`config.mk`:
```
export PLATFORM = sky130hd
export DESIGN_NAME = si5340_page_writer_flat
export DESIGN_NICKNAME = d
export VERILOG_FILES = /design/src/rtl/si5340_page_writer_if.sv /design/src/rtl/si5340_page_writer.sv /design/src/flat_wrapper.sv
export SDC_FILE = /design/constraint.sdc
export NUM_CORES = 1
export LEC_CHECK = 0
export CORE_UTILIZATION = 50
export CTS_CLUSTER_DIAMETER = 40
export DETAILED_ROUTE_END_ITERATION = 6
export GPL_TIMING_DRIVEN = 1
export PLACE_DENSITY = 0.89
export SLEW_MARGIN = 20
export SYNTH_ARGS = -nofsm -noshare
export SYNTH_HDL_FRONTEND = slang
export SYNTH_SLANG_ARGS = --single-unit
```
`constraint.sdc`:
```
create_clock -name clk_i -period 2.4 [get_ports clk_i]
set_clock_uncertainty 0.05 [all_clocks]
set_input_delay 0.36 -clock clk_i [delete_from_list [all_inputs] [get_ports clk_i]]
set_output_delay 0.36 -clock clk_i [all_outputs]
set_load 0.01 [all_outputs]
```
`src/rtl/si5340_page_writer_if.sv`:
```
// ---------------------------------------------------------------------------
// si5340_page_writer_if
// Request channel from the Si5340 configuration sequencer (master) into the
// register-transaction engine si5340_page_writer (slave).
//   s_valid : request valid
//   s_ready : request accepted on a cycle with s_valid && s_ready
//   s_data  : [23:16] page, [15:8] register offset, [7:0] write data
//   s_rd    : 1 = read request, 0 = write request (sampled with s_data)
// ---------------------------------------------------------------------------
interface si5340_page_writer_if;
  logic        s_valid;
  logic        s_ready;
  logic [23:0] s_data;
  logic        s_rd;

  modport master (output s_valid, output s_data, output s_rd, input s_ready);
  modport slave  (input s_valid, input s_data, input s_rd, output s_ready);
endinterface

```
`src/rtl/si5340_page_writer.sv`:
```
// ---------------------------------------------------------------------------
// si5340_page_writer
// Register-transaction engine between the Si5340 configuration sequencer and
// the I2C byte controller. One 24-bit request is taken at a time; the Si5340
// page register is cached so a page-select write is only issued on a page
// change. Each request becomes a series of byte commands; the slave ACK is
// checked after each transmitted byte and a NACK aborts the request.
//
// Ports
//   clk_i, arstn_i      : clock (rising edge), asynchronous active-low reset
//   req_if (slave)      : valid/ready request channel (page, offset, data, rd)
//   flush_i             : invalidate the page cache
//   err_clr_i           : clear the sticky error flag
//   start_o/stop_o/write_o/read_o/ack_in_o/din_o : byte-controller command
//   dout_i, cmd_ack_i, ack_out_i                 : byte-controller response
//   busy_o              : transaction in progress
//   done_o              : 1-cycle pulse at the end of every accepted request
//   rdata_o             : last successful read result
//   rdata_valid_o       : 1-cycle pulse with done_o on a successful read
//   err_o               : sticky NACK flag
// ---------------------------------------------------------------------------
module si5340_page_writer #(
  parameter logic [6:0] SLAVE_ADDR = 7'h74,
  parameter logic [7:0] PAGE_REG   = 8'h01
) (
  input  logic                        clk_i,
  input  logic                        arstn_i,
  si5340_page_writer_if.slave         req_if,
  input  logic                        flush_i,
  input  logic                        err_clr_i,
  output logic                        start_o,
  output logic                        stop_o,
  output logic                        write_o,
  output logic                        read_o,
  output logic                        ack_in_o,
  output logic [7:0]                  din_o,
  input  logic [7:0]                  dout_i,
  input  logic                        cmd_ack_i,
  input  logic                        ack_out_i,
  output logic                        busy_o,
  output logic                        done_o,
  output logic [7:0]                  rdata_o,
  output logic                        rdata_valid_o,
  output logic                        err_o
);

  typedef enum logic [3:0] {
    IDLE       = 4'd0,
    PG_ADDR    = 4'd1,
    PG_REG     = 4'd2,
    PG_DATA    = 4'd3,
    RG_ADDR    = 4'd4,
    RG_OFF     = 4'd5,
    RG_DATA    = 4'd6,
    RD_RSTART  = 4'd7,
    RD_BYTE    = 4'd8,
    ABORT_STOP = 4'd9
  } state_e;

  localparam logic [7:0] ADDR_WR = {SLAVE_ADDR, 1'b0};
  localparam logic [7:0] ADDR_RD = {SLAVE_ADDR, 1'b1};

  state_e      state_q, state_d;
  logic        cmd_active_q, cmd_active_d;
  logic        start_q, start_d;
  logic        stop_q, stop_d;
  logic        write_q, write_d;
  logic        read_q, read_d;
  logic        ack_in_q, ack_in_d;
  logic [7:0]  din_q, din_d;
  logic [7:0]  page_q, page_d;
  logic [7:0]  off_q, off_d;
  logic [7:0]  wdata_q, wdata_d;
  logic        rd_q, rd_d;
  logic [7:0]  cache_page_q, cache_page_d;
  logic        cache_valid_q, cache_valid_d;
  logic        flush_seen_q, flush_seen_d;
  logic        err_q, err_d;
  logic        done_q, done_d;
  logic [7:0]  rdata_q, rdata_d;
  logic        rdata_valid_q, rdata_valid_d;
  logic        ready_q, ready_d;
  logic        busy_q, busy_d;

  logic        st_start_s, st_stop_s, st_write_s, st_read_s, st_ack_in_s;
  logic [7:0]  st_din_s;
  logic        accept_s;
  logic        nack_s;

  assign accept_s = (state_q == IDLE) && req_if.s_valid && ready_q;

  // Byte command that belongs to the current state.
  always_comb begin
    st_start_s  = 1'b0;
    st_stop_s   = 1'b0;
    st_write_s  = 1'b0;
    st_read_s   = 1'b0;
    st_ack_in_s = 1'b0;
    st_din_s    = 8'h00;
    case (state_q)
      PG_ADDR:    begin st_start_s = 1'b1; st_write_s = 1'b1; st_din_s = ADDR_WR; end
      PG_REG:     begin st_write_s = 1'b1; st_din_s = PAGE_REG; end
      PG_DATA:    begin st_write_s = 1'b1; st_stop_s = 1'b1; st_din_s = page_q; end
      RG_ADDR:    begin st_start_s = 1'b1; st_write_s = 1'b1; st_din_s = ADDR_WR; end
      RG_OFF:     begin st_write_s = 1'b1; st_din_s = off_q; end
      RG_DATA:    begin st_write_s = 1'b1; st_stop_s = 1'b1; st_din_s = wdata_q; end
      RD_RSTART:  begin st_start_s = 1'b1; st_write_s = 1'b1; st_din_s = ADDR_RD; end
      RD_BYTE:    begin st_read_s = 1'b1; st_stop_s = 1'b1; st_ack_in_s = 1'b1; end
      ABORT_STOP: begin st_stop_s = 1'b1; end
      default:    begin st_din_s = 8'h00; end
    endcase
  end

  // Next-state, command register, page cache and status update.
  always_comb begin
    state_d       = state_q;
    cmd_active_d  = cmd_active_q;
    start_d       = start_q;
    stop_d        = stop_q;
    write_d       = write_q;
    read_d        = read_q;
    ack_in_d      = ack_in_q;
    din_d         = din_q;
    page_d        = page_q;
    off_d         = off_q;
    wdata_d       = wdata_q;
    rd_d          = rd_q;
    cache_page_d  = cache_page_q;
    cache_valid_d = cache_valid_q;
    flush_seen_d  = flush_seen_q;
    err_d         = err_q;
    done_d        = 1'b0;
    rdata_d       = rdata_q;
    rdata_valid_d = 1'b0;
    nack_s        = 1'b0;

    if (accept_s) begin
      page_d       = req_if.s_data[23:16];
      off_d        = req_if.s_data[15:8];
      wdata_d      = req_if.s_data[7:0];
      rd_d         = req_if.s_rd;
      flush_seen_d = 1'b0;
      if (!cache_valid_q || flush_i || (req_if.s_data[23:16] != cache_page_q)) begin
        state_d = PG_ADDR;
      end else begin
        state_d = RG_ADDR;
      end
    end else if (state_q == IDLE) begin
      state_d = IDLE;
    end else if (!cmd_active_q) begin
      // Entry cycle of a byte state: commands stay low for this cycle,
      // which also provides the idle gap between consecutive bytes.
      cmd_active_d = 1'b1;
      start_d      = st_start_s;
      stop_d       = st_stop_s;
      write_d      = st_write_s;
      read_d       = st_read_s;
      ack_in_d     = st_ack_in_s;
      din_d        = st_din_s;
    end else if (cmd_ack_i) begin
      cmd_active_d = 1'b0;
      start_d      = 1'b0;
      stop_d       = 1'b0;
      write_d      = 1'b0;
      read_d       = 1'b0;
      ack_in_d     = 1'b0;
      case (state_q)
        RD_BYTE: begin
          rdata_d       = dout_i;
          rdata_valid_d = 1'b1;
          done_d        = 1'b1;
          state_d       = IDLE;
        end
        ABORT_STOP: begin
          done_d  = 1'b1;
          state_d = IDLE;
        end
        default: begin
          if (ack_out_i) begin
            nack_s = 1'b1;
            // A byte that already carried stop has closed the bus itself.
            if (st_stop_s) begin
              done_d  = 1'b1;
              state_d = IDLE;
            end else begin
              state_d = ABORT_STOP;
            end
          end else begin
            case (state_q)
              PG_ADDR: state_d = PG_REG;
              PG_REG:  state_d = PG_DATA;
              PG_DATA: begin
                cache_page_d  = page_q;
                // A flush seen during this sequence keeps the cache invalid.
                cache_valid_d = !flush_seen_q;
                state_d       = RG_ADDR;
              end
              RG_ADDR: state_d = RG_OFF;
              RG_OFF: begin
                if (rd_q) begin
                  state_d = RD_RSTART;
                end else begin
                  state_d = RG_DATA;
                end
              end
              RG_DATA: begin
                done_d  = 1'b1;
                state_d = IDLE;
              end
              RD_RSTART: state_d = RD_BYTE;
              default:   state_d = IDLE;
            endcase
          end
        end
      endcase
    end else begin
      state_d = state_q;
    end

    if (nack_s || flush_i) begin
      cache_valid_d = 1'b0;
    end else begin
      cache_valid_d = cache_valid_d;
    end

    if (flush_i) begin
      flush_seen_d = (state_q != IDLE);
    end else begin
      flush_seen_d = flush_seen_d;
    end

    // A new NACK wins over a simultaneous clear.
    if (nack_s) begin
      err_d = 1'b1;
    end else if (err_clr_i) begin
      err_d = 1'b0;
    end else begin
      err_d = err_q;
    end

    ready_d = (state_d == IDLE);
    busy_d  = (state_d != IDLE);
  end

  // State and output registers.
  always_ff @(posedge clk_i or negedge arstn_i) begin
    if (!arstn_i) begin
      state_q       <= IDLE;
      cmd_active_q  <= 1'b0;
      start_q       <= 1'b0;
      stop_q        <= 1'b0;
      write_q       <= 1'b0;
      read_q        <= 1'b0;
      ack_in_q      <= 1'b0;
      din_q         <= 8'h00;
      page_q        <= 8'h00;
      off_q         <= 8'h00;
      wdata_q       <= 8'h00;
      rd_q          <= 1'b0;
      cache_page_q  <= 8'h00;
      cache_valid_q <= 1'b0;
      flush_seen_q  <= 1'b0;
      err_q         <= 1'b0;
      done_q        <= 1'b0;
      rdata_q       <= 8'h00;
      rdata_valid_q <= 1'b0;
      ready_q       <= 1'b0;
      busy_q        <= 1'b0;
    end else begin
      state_q       <= state_d;
      cmd_active_q  <= cmd_active_d;
      start_q       <= start_d;
      stop_q        <= stop_d;
      write_q       <= write_d;
      read_q        <= read_d;
      ack_in_q      <= ack_in_d;
      din_q         <= din_d;
      page_q        <= page_d;
      off_q         <= off_d;
      wdata_q       <= wdata_d;
      rd_q          <= rd_d;
      cache_page_q  <= cache_page_d;
      cache_valid_q <= cache_valid_d;
      flush_seen_q  <= flush_seen_d;
      err_q         <= err_d;
      done_q        <= done_d;
      rdata_q       <= rdata_d;
      rdata_valid_q <= rdata_valid_d;
      ready_q       <= ready_d;
      busy_q        <= busy_d;
    end
  end

  assign req_if.s_ready = ready_q;
  assign start_o        = start_q;
  assign stop_o         = stop_q;
  assign write_o        = write_q;
  assign read_o         = read_q;
  assign ack_in_o       = ack_in_q;
  assign din_o          = din_q;
  assign busy_o         = busy_q;
  assign done_o         = done_q;
  assign rdata_o        = rdata_q;
  assign rdata_valid_o  = rdata_valid_q;
  assign err_o          = err_q;

endmodule
```
`src/flat_wrapper.sv`:
```
// flat-port wrapper written by rule: the top's interface ports become plain ports
module si5340_page_writer_flat 
#(
  parameter logic [6:0] SLAVE_ADDR = 7'h74,
  parameter logic [7:0] PAGE_REG   = 8'h01
)
  (clk_i, arstn_i, flush_i, err_clr_i, start_o, stop_o, write_o, read_o, ack_in_o, din_o, dout_i, cmd_ack_i, ack_out_i, busy_o, done_o, rdata_o, rdata_valid_o, err_o, req_if_s_valid, req_if_s_data, req_if_s_rd, req_if_s_ready);
  si5340_page_writer_if req_if_i ();
  input  logic clk_i;
  input  logic arstn_i;
  input  logic flush_i;
  input  logic err_clr_i;
  output logic start_o;
  output logic stop_o;
  output logic write_o;
  output logic read_o;
  output logic ack_in_o;
  output logic [7:0] din_o;
  input  logic [7:0] dout_i;
  input  logic cmd_ack_i;
  input  logic ack_out_i;
  output logic busy_o;
  output logic done_o;
  output logic [7:0] rdata_o;
  output logic rdata_valid_o;
  output logic err_o;
  input wire logic [$bits(req_if_i.s_valid)-1:0] req_if_s_valid;
  input wire logic [$bits(req_if_i.s_data)-1:0] req_if_s_data;
  input wire logic [$bits(req_if_i.s_rd)-1:0] req_if_s_rd;
  output wire logic [$bits(req_if_i.s_ready)-1:0] req_if_s_ready;
  assign req_if_i.s_valid = req_if_s_valid;
  assign req_if_i.s_data = req_if_s_data;
  assign req_if_i.s_rd = req_if_s_rd;
  assign req_if_s_ready = req_if_i.s_ready;
  si5340_page_writer #(.SLAVE_ADDR(SLAVE_ADDR), .PAGE_REG(PAGE_REG)) u_core (.clk_i(clk_i), .arstn_i(arstn_i), .req_if(req_if_i), .flush_i(flush_i), .err_clr_i(err_clr_i), .start_o(start_o), .stop_o(stop_o), .write_o(write_o), .read_o(read_o), .ack_in_o(ack_in_o), .din_o(din_o), .dout_i(dout_i), .cmd_ack_i(cmd_ack_i), .ack_out_i(ack_out_i), .busy_o(busy_o), .done_o(done_o), .rdata_o(rdata_o), .rdata_valid_o(rdata_valid_o), .err_o(err_o));
endmodule
```
Word-level counts from Yosys, hierarchy flattened
Index checks and enable logic that the tools add are counted.
{"block": "op_classes", "n_addsub": 0, "multipliers": 0, "n_div": 0, "n_lt_le_gt_ge": 0, "n_eq_ne": 15, "shift": 0, "muxes": 52, "bitwise_logic": 5, "n_reduce_logical": 27}
{"op": "case mux 8 bit (6 select lines)", "n": 1}
{"op": "two-way mux 1 bit", "n": 42}
{"op": "two-way mux 4 bit", "n": 7}
{"op": "case mux 4 bit (6 select lines)", "n": 1}
{"op": "== test 4 x 3 -> 1 bit, second input constant", "n": 4}
{"op": "AND reduction 7 bit", "n": 2}
{"op": "nonzero test 2 bit", "n": 5}
{"op": "== test 4 x 2 -> 1 bit, second input constant", "n": 2}
{"op": "== test 4 bit, second input constant", "n": 2}
{"op": "zero test 4 bit", "n": 2}
{"op": "!= test 8 bit", "n": 1}
{"op": "nonzero test 4 bit", "n": 2}
{"op": "OR reduction 7 bit", "n": 1}
{"op": "!= test 2 bit, second input constant", "n": 3}
{"op": "AND reduction 3 bit", "n": 2}
{"op": "NOT 1 bit", "n": 5}
{"op": "AND reduction 5 bit", "n": 1}
{"op": "== test 4 x 1 -> 1 bit, second input constant", "n": 1}
{"op": "!= test 2 x 1 -> 1 bit, second input constant", "n": 2}
{"op": "OR reduction 2 bit", "n": 2}
{"op": "OR reduction 4 bit", "n": 1}
{"op": "logical OR 1 bit", "n": 3}
{"op": "two-way mux 3 bit", "n": 1}
{"op": "OR reduction 3 bit", "n": 1}
{"op": "3 further kinds", "n": 5}
{"block": "word_totals", "regBits": 65, "latchBits": 0, "ramBits": 0, "mem_bits_ro": 0, "in_bits": 40, "out_inout_bits": 26, "elab_cells": 119, "n_memories": 0}

Logic depth before layout (Yosys ltp)
{"block": "logic_depth", "depth_word": 11, "ltp_mapped": 7, "depth_no_buf": 4}

Worst setup path after synthesis
Ideal clock, no wire load.
{"block": "synth_path", "path_type": "flip-flop to flip-flop", "start": "reg u_core.state_q[2]", "end": "reg u_core.cache_page_q[0]", "setup_ns": 0.128, "arrival_time_ns": 1.540, "required_time_ns": 2.222, "slack_ns": 0.682, "path_stages_with_launch": 7, "path_buffers": 3, "synth_period_minus_slack_ns": 1.718, "path_cell_list": "dfrtp_1 buf_2 and4bb_1 buf_4 nor3b_2 buf_4 mux2_1"}
{"block": "synth_between", "elab_chain_len": 5, "word_cells_on_any_way": 11, "cone_classes": "3 x eq/ne; 3 x bitwise; 5 x reduce/logical"}
{"item": "from (decl)", "line_no": "si5340_page_writer.sv:63", "rtl": "state_e state_q, state_d;"}
{"item": "from (signal assigned)", "line_no": "si5340_page_writer.sv:270", "rtl": "state_q <= state_d;"}
{"item": "zero test 4 bit", "line_no": "si5340_page_writer.sv:90, si5340_page_writer.sv:148"}
{"item": "logical AND 1 bit (2 in a row)", "line_no": "si5340_page_writer.sv:90", "rtl": "assign accept_s = (state_q == IDLE) && req_if.s_valid && ready_q;"}
{"item": "NOT 1 bit (no source line)"}
{"item": "AND reduction 7 bit (no source line) *"}
{"item": "to (signal assigned)", "line_no": "si5340_page_writer.sv:282", "rtl": "cache_page_q <= cache_page_d;"}
{"item": "to (decl)", "line_no": "si5340_page_writer.sv:75", "rtl": "logic [7:0] cache_page_q, cache_page_d;"}
Every way passes the cells marked *; elsewhere a longest branch is shown, timed or not.
A chain may end at the register's enable or synchronous reset.

Worst setup path in the final report
{"block": "layout_path", "start": "reg u_core.state_q[0]", "end": "reg u_core.wdata_q[3]"}
{"block": "layout_between", "elab_chain_len": 3}
{"item": "zero test 4 bit", "line_no": "si5340_page_writer.sv:90"}
{"item": "logical AND 1 bit (2 in a row)", "line_no": "si5340_page_writer.sv:90"}
{"item": "to (signal assigned)", "line_no": "si5340_page_writer.sv:280", "rtl": "wdata_q <= wdata_d;"}
{"item": "to (decl)", "line_no": "si5340_page_writer.sv:73", "rtl": "logic [7:0] wdata_q, wdata_d;"}
No other way between the ends.

==> results by group <==
Timing
  – TNS Setup: 0 ns
  – Hold slack: -0.002274 ns
  – Fmax: 536.8 MHz
  – Fin crit period: 1.863 ns
  – Setup violations, final: 0
  – Final hold violation count: 7
  – Tightest Pin Transition: 0.6438 ns
  – Unrepaired setup endpoints after global routing: no
  – Fin crit share: 77.62%
  – Final Max Tran Viols: 0
  – Relative slew slack: 57.08%

Global routing
  – Global-route wire length before repair: 11140 µm
  – Global route overflow: 0
  – Maximum number of pins on one net before global-route repair: 39
  – Initial antenna violation count: 0
  – Number of global-route vias before repair: 2310
  – Tot GR Track Use: 23.40%

Pwr
  – Cell leakage power: 1.827 nW
  – Pwr Total: 0.004706 W
  – Max rail drop VDD: 0.6906 mV
  – PwrDens: 1188 nW/µm²

Floorplanning
  – Die height: 79.50 µm
  – Ports: 66
  – Die width: 79.50 µm
  – Initial Util: 53.23%
  – Core area: 5642 µm²
  – Die Footprint: 6319 µm²
  – # rows: 27

Setup path
  – Cell Chain, Critical Path: buf_4 > nor4_2 > nand3_1 > buf_4 > nand2_1 > nand2_1
  – WP data arrival: 2.04 ns
  – Critical path class: reg -> reg
  – Critical Path End Type: flip-flop
  – CP max FO: 26
  – Worst path max stage delay: 0.44 ns
  – CP startpoint kind: flip-flop
  – CP required: 2.58 ns
  – Slowest stage cell, crit path: nor4_2
  – R2R Setup Slk: 0.54 ns

Final layout
  – Seq. cell area: 1627 µm²
  – Layout cells sized above 1: 11.14%
  – Antenna cells: 0
  – NumNets Final: 404
  – Most used cells in the layout excluding fill and tap cells: nand2_1, dfrtp_1, clkdlybuf4s50_1
  – Filler instances: 428
  – Most common library cell in the layout ignoring fill and taps: nand2_1
  – P&R area growth vs syn: 31.88%
  – Multi-input gate area: 1262 µm²

Min path
  – Min-delay worst type: in -> async

Clock tree
  – H-tree levels: 3
  – CTS Buf Count: 9
  – CTS tree: done
  – Deepest clock path buffer count: 2
  – Worst skew pair latency: 0.33 ns
  – Post-CTS Resized: 0
  – Clk root buf: clkbuf_8
  – Post-CTS setup buffers: 0
  – Clock slew at reported path FFs: 0.07 ns
  – Sink Count: 65
  – # hold bufs at CTS: 0

Detailed routing
  – Vias per cell: 5.541
  – Post-Route WL: 6709 µm
  – Wire per inst: 15.25 µm
  – 1st-iter DRT viols: 173
  – First drt pass iteration count: 5
  – Antenna Nets Post-Route: 0
  – Residual DRC: 0
  – Vias post-DR: 2438

Outcome
  – Failing checks: negative hold slack
  – Run status: complete, but fails checks

Logic synthesis
  – FF+latch count, synth: 65
  – Synth Warn #: 0
  – Yosys cell types: 50
  – Sequential cell area fraction in the yosys report: 54.17%
  – Mapped cell area: 3003 µm²
  – Mapped Cells: 297
  – Post-synth ARST share: 100.0%
  – EDFF count, synth: 0
  – Ys flop type: dfrtp_1
  – Avg Synthesized Cell Area: 10.11 µm²
  – Mapped Nets: 337

Run
  – Max Cap Violations: 0

Placed design
  – I/O Buffers: 65
  – RD Place Congestion: 0.8393
  – Final HPWL DP: 4643 µm
[synth_stat cells, types with 2 or more instances]
library cell  number  share of area (%)
o21ai_0           11                1.8
mux2_2             8                3.0
nand2b_1           4               0.83
mux2i_1            2               0.67
clkbuf_1           8                1.0
nor4_2             2               0.83
nor2b_1            2               0.42
nand3b_1           4                1.0
or3_1              2               0.42
nand2_1           93                 12
a21oi_1            6                1.0
dfrtp_1           65                 54
o31ai_1            2               0.50
nor4bb_1           2               0.67
a22o_1             8                2.3
nor2_1             5               0.63
mux2_1             8                3.0
inv_1              3               0.37
and3_1             2               0.42
a22oi_1            7                1.7
buf_4              3               0.75
o211ai_1           4                1.0
nand3_1            3               0.50
xnor2_1            9                2.6
nor3_1             2               0.33
and2_1             2               0.42
buf_2              7                1.2
[worst max-delay path, delay by kind of cell (launching register included)]
family / cells / cell delay [ns]
flip-flops: 1 / 0.40
AND/OR/NAND/NOR: 4 / 0.83
buffers and inverters: 2 / 0.47
[sequential cells by signal (all words and copies together) (netlist names)]
register and flops:
u_core.stop_o 1, u_core.page_q 8, u_core.ack_in_o 1, u_core.cache_valid_q 1, u_core.wdata_q 8, u_core.flush_seen_q 1, u_core.rdata_o 8, u_core.busy_o 1
u_core.err_o 1, u_core.rdata_valid_o 1, u_core.din_o 8, u_core.cache_page_q 8, u_core.start_o 1, u_core.rd_q 1, u_core.cmd_active_q 1, u_core.req_if.s_ready 1
u_core.done_o 1, u_core.off_q 8, u_core.state_q 4, u_core.write_o 1
[per-layer routing]
layer	track usage, %	vias up	wire [µm]
li1	-	1151	-
met1	32.15	1174	2970
met2	35.90	94	3228
met3	4.000	19	345
met4	11.27	0	165
met5	0	-	0
[stage by stage]
stage	worst slack [ns]	instances	utilization (%)	cell area [µm²]	hold slack (ns)
2_1_floorplan	0.6823	297	-	3003	0.01441
3_3_place_gp	0.3765	425	66.13	3731	0.3541
3_5_place_dp	0.3256	425	66.13	3731	0.3685
4_1_cts	0.5296	440	70.19	3960	0.006079
5_1_grt	0.3550	440	70.19	3960	0.03603
6_report	0.5372	440	70.19	3960	-0.002274
[final cells by class]
cell class | instances | share of cell area (%)
timing repair buffer | 76 | 18.70
tap | 72 | 2.275
clock inverter | 2 | 1.517
inverter | 3 | 0.2844
clock buffer | 13 | 4.265
multi-input combinational | 209 | 31.88
sequential | 65 | 41.07
[logic make-up after synthesis]
logic type	Yosys count	synth area share, %
and+or+nand+nor	134	21.33
DFF	65	54.17
AOI/OAI and AO/OA	48	11.42
buffers and inverters	23	3.791
muxes	18	6.667
xor gates and xnor gates	9	2.625
[where the power goes]
| part | switching, W | leakage (nW) | internal, W |
|---|---|---|---|
| combinational | 0.000919 | 0.877 | 0.000908 |
| sequential | 0.000279 | 0.835 | 0.00155 |
| clock | 0.000385 | 0.116 | 0.000665 |
[path summary, 6_finish.rpt]
check | endpoint | depth (start not counted) | from
max in group asynchronous | u_core.off_q[2] | 2 | arstn_i
min reg2reg | u_core.wdata_q[4] | 2 | u_core.wdata_q[4]
min | u_core.state_q[1] | 1 | arstn_i
max | u_core.wdata_q[3] | 6 | u_core.state_q[0]
min in group clk_i | u_core.wdata_q[4] | 2 | u_core.wdata_q[4]
max reg2reg | u_core.wdata_q[3] | 6 | u_core.state_q[0]
Power figures use the tool's default switching activity.
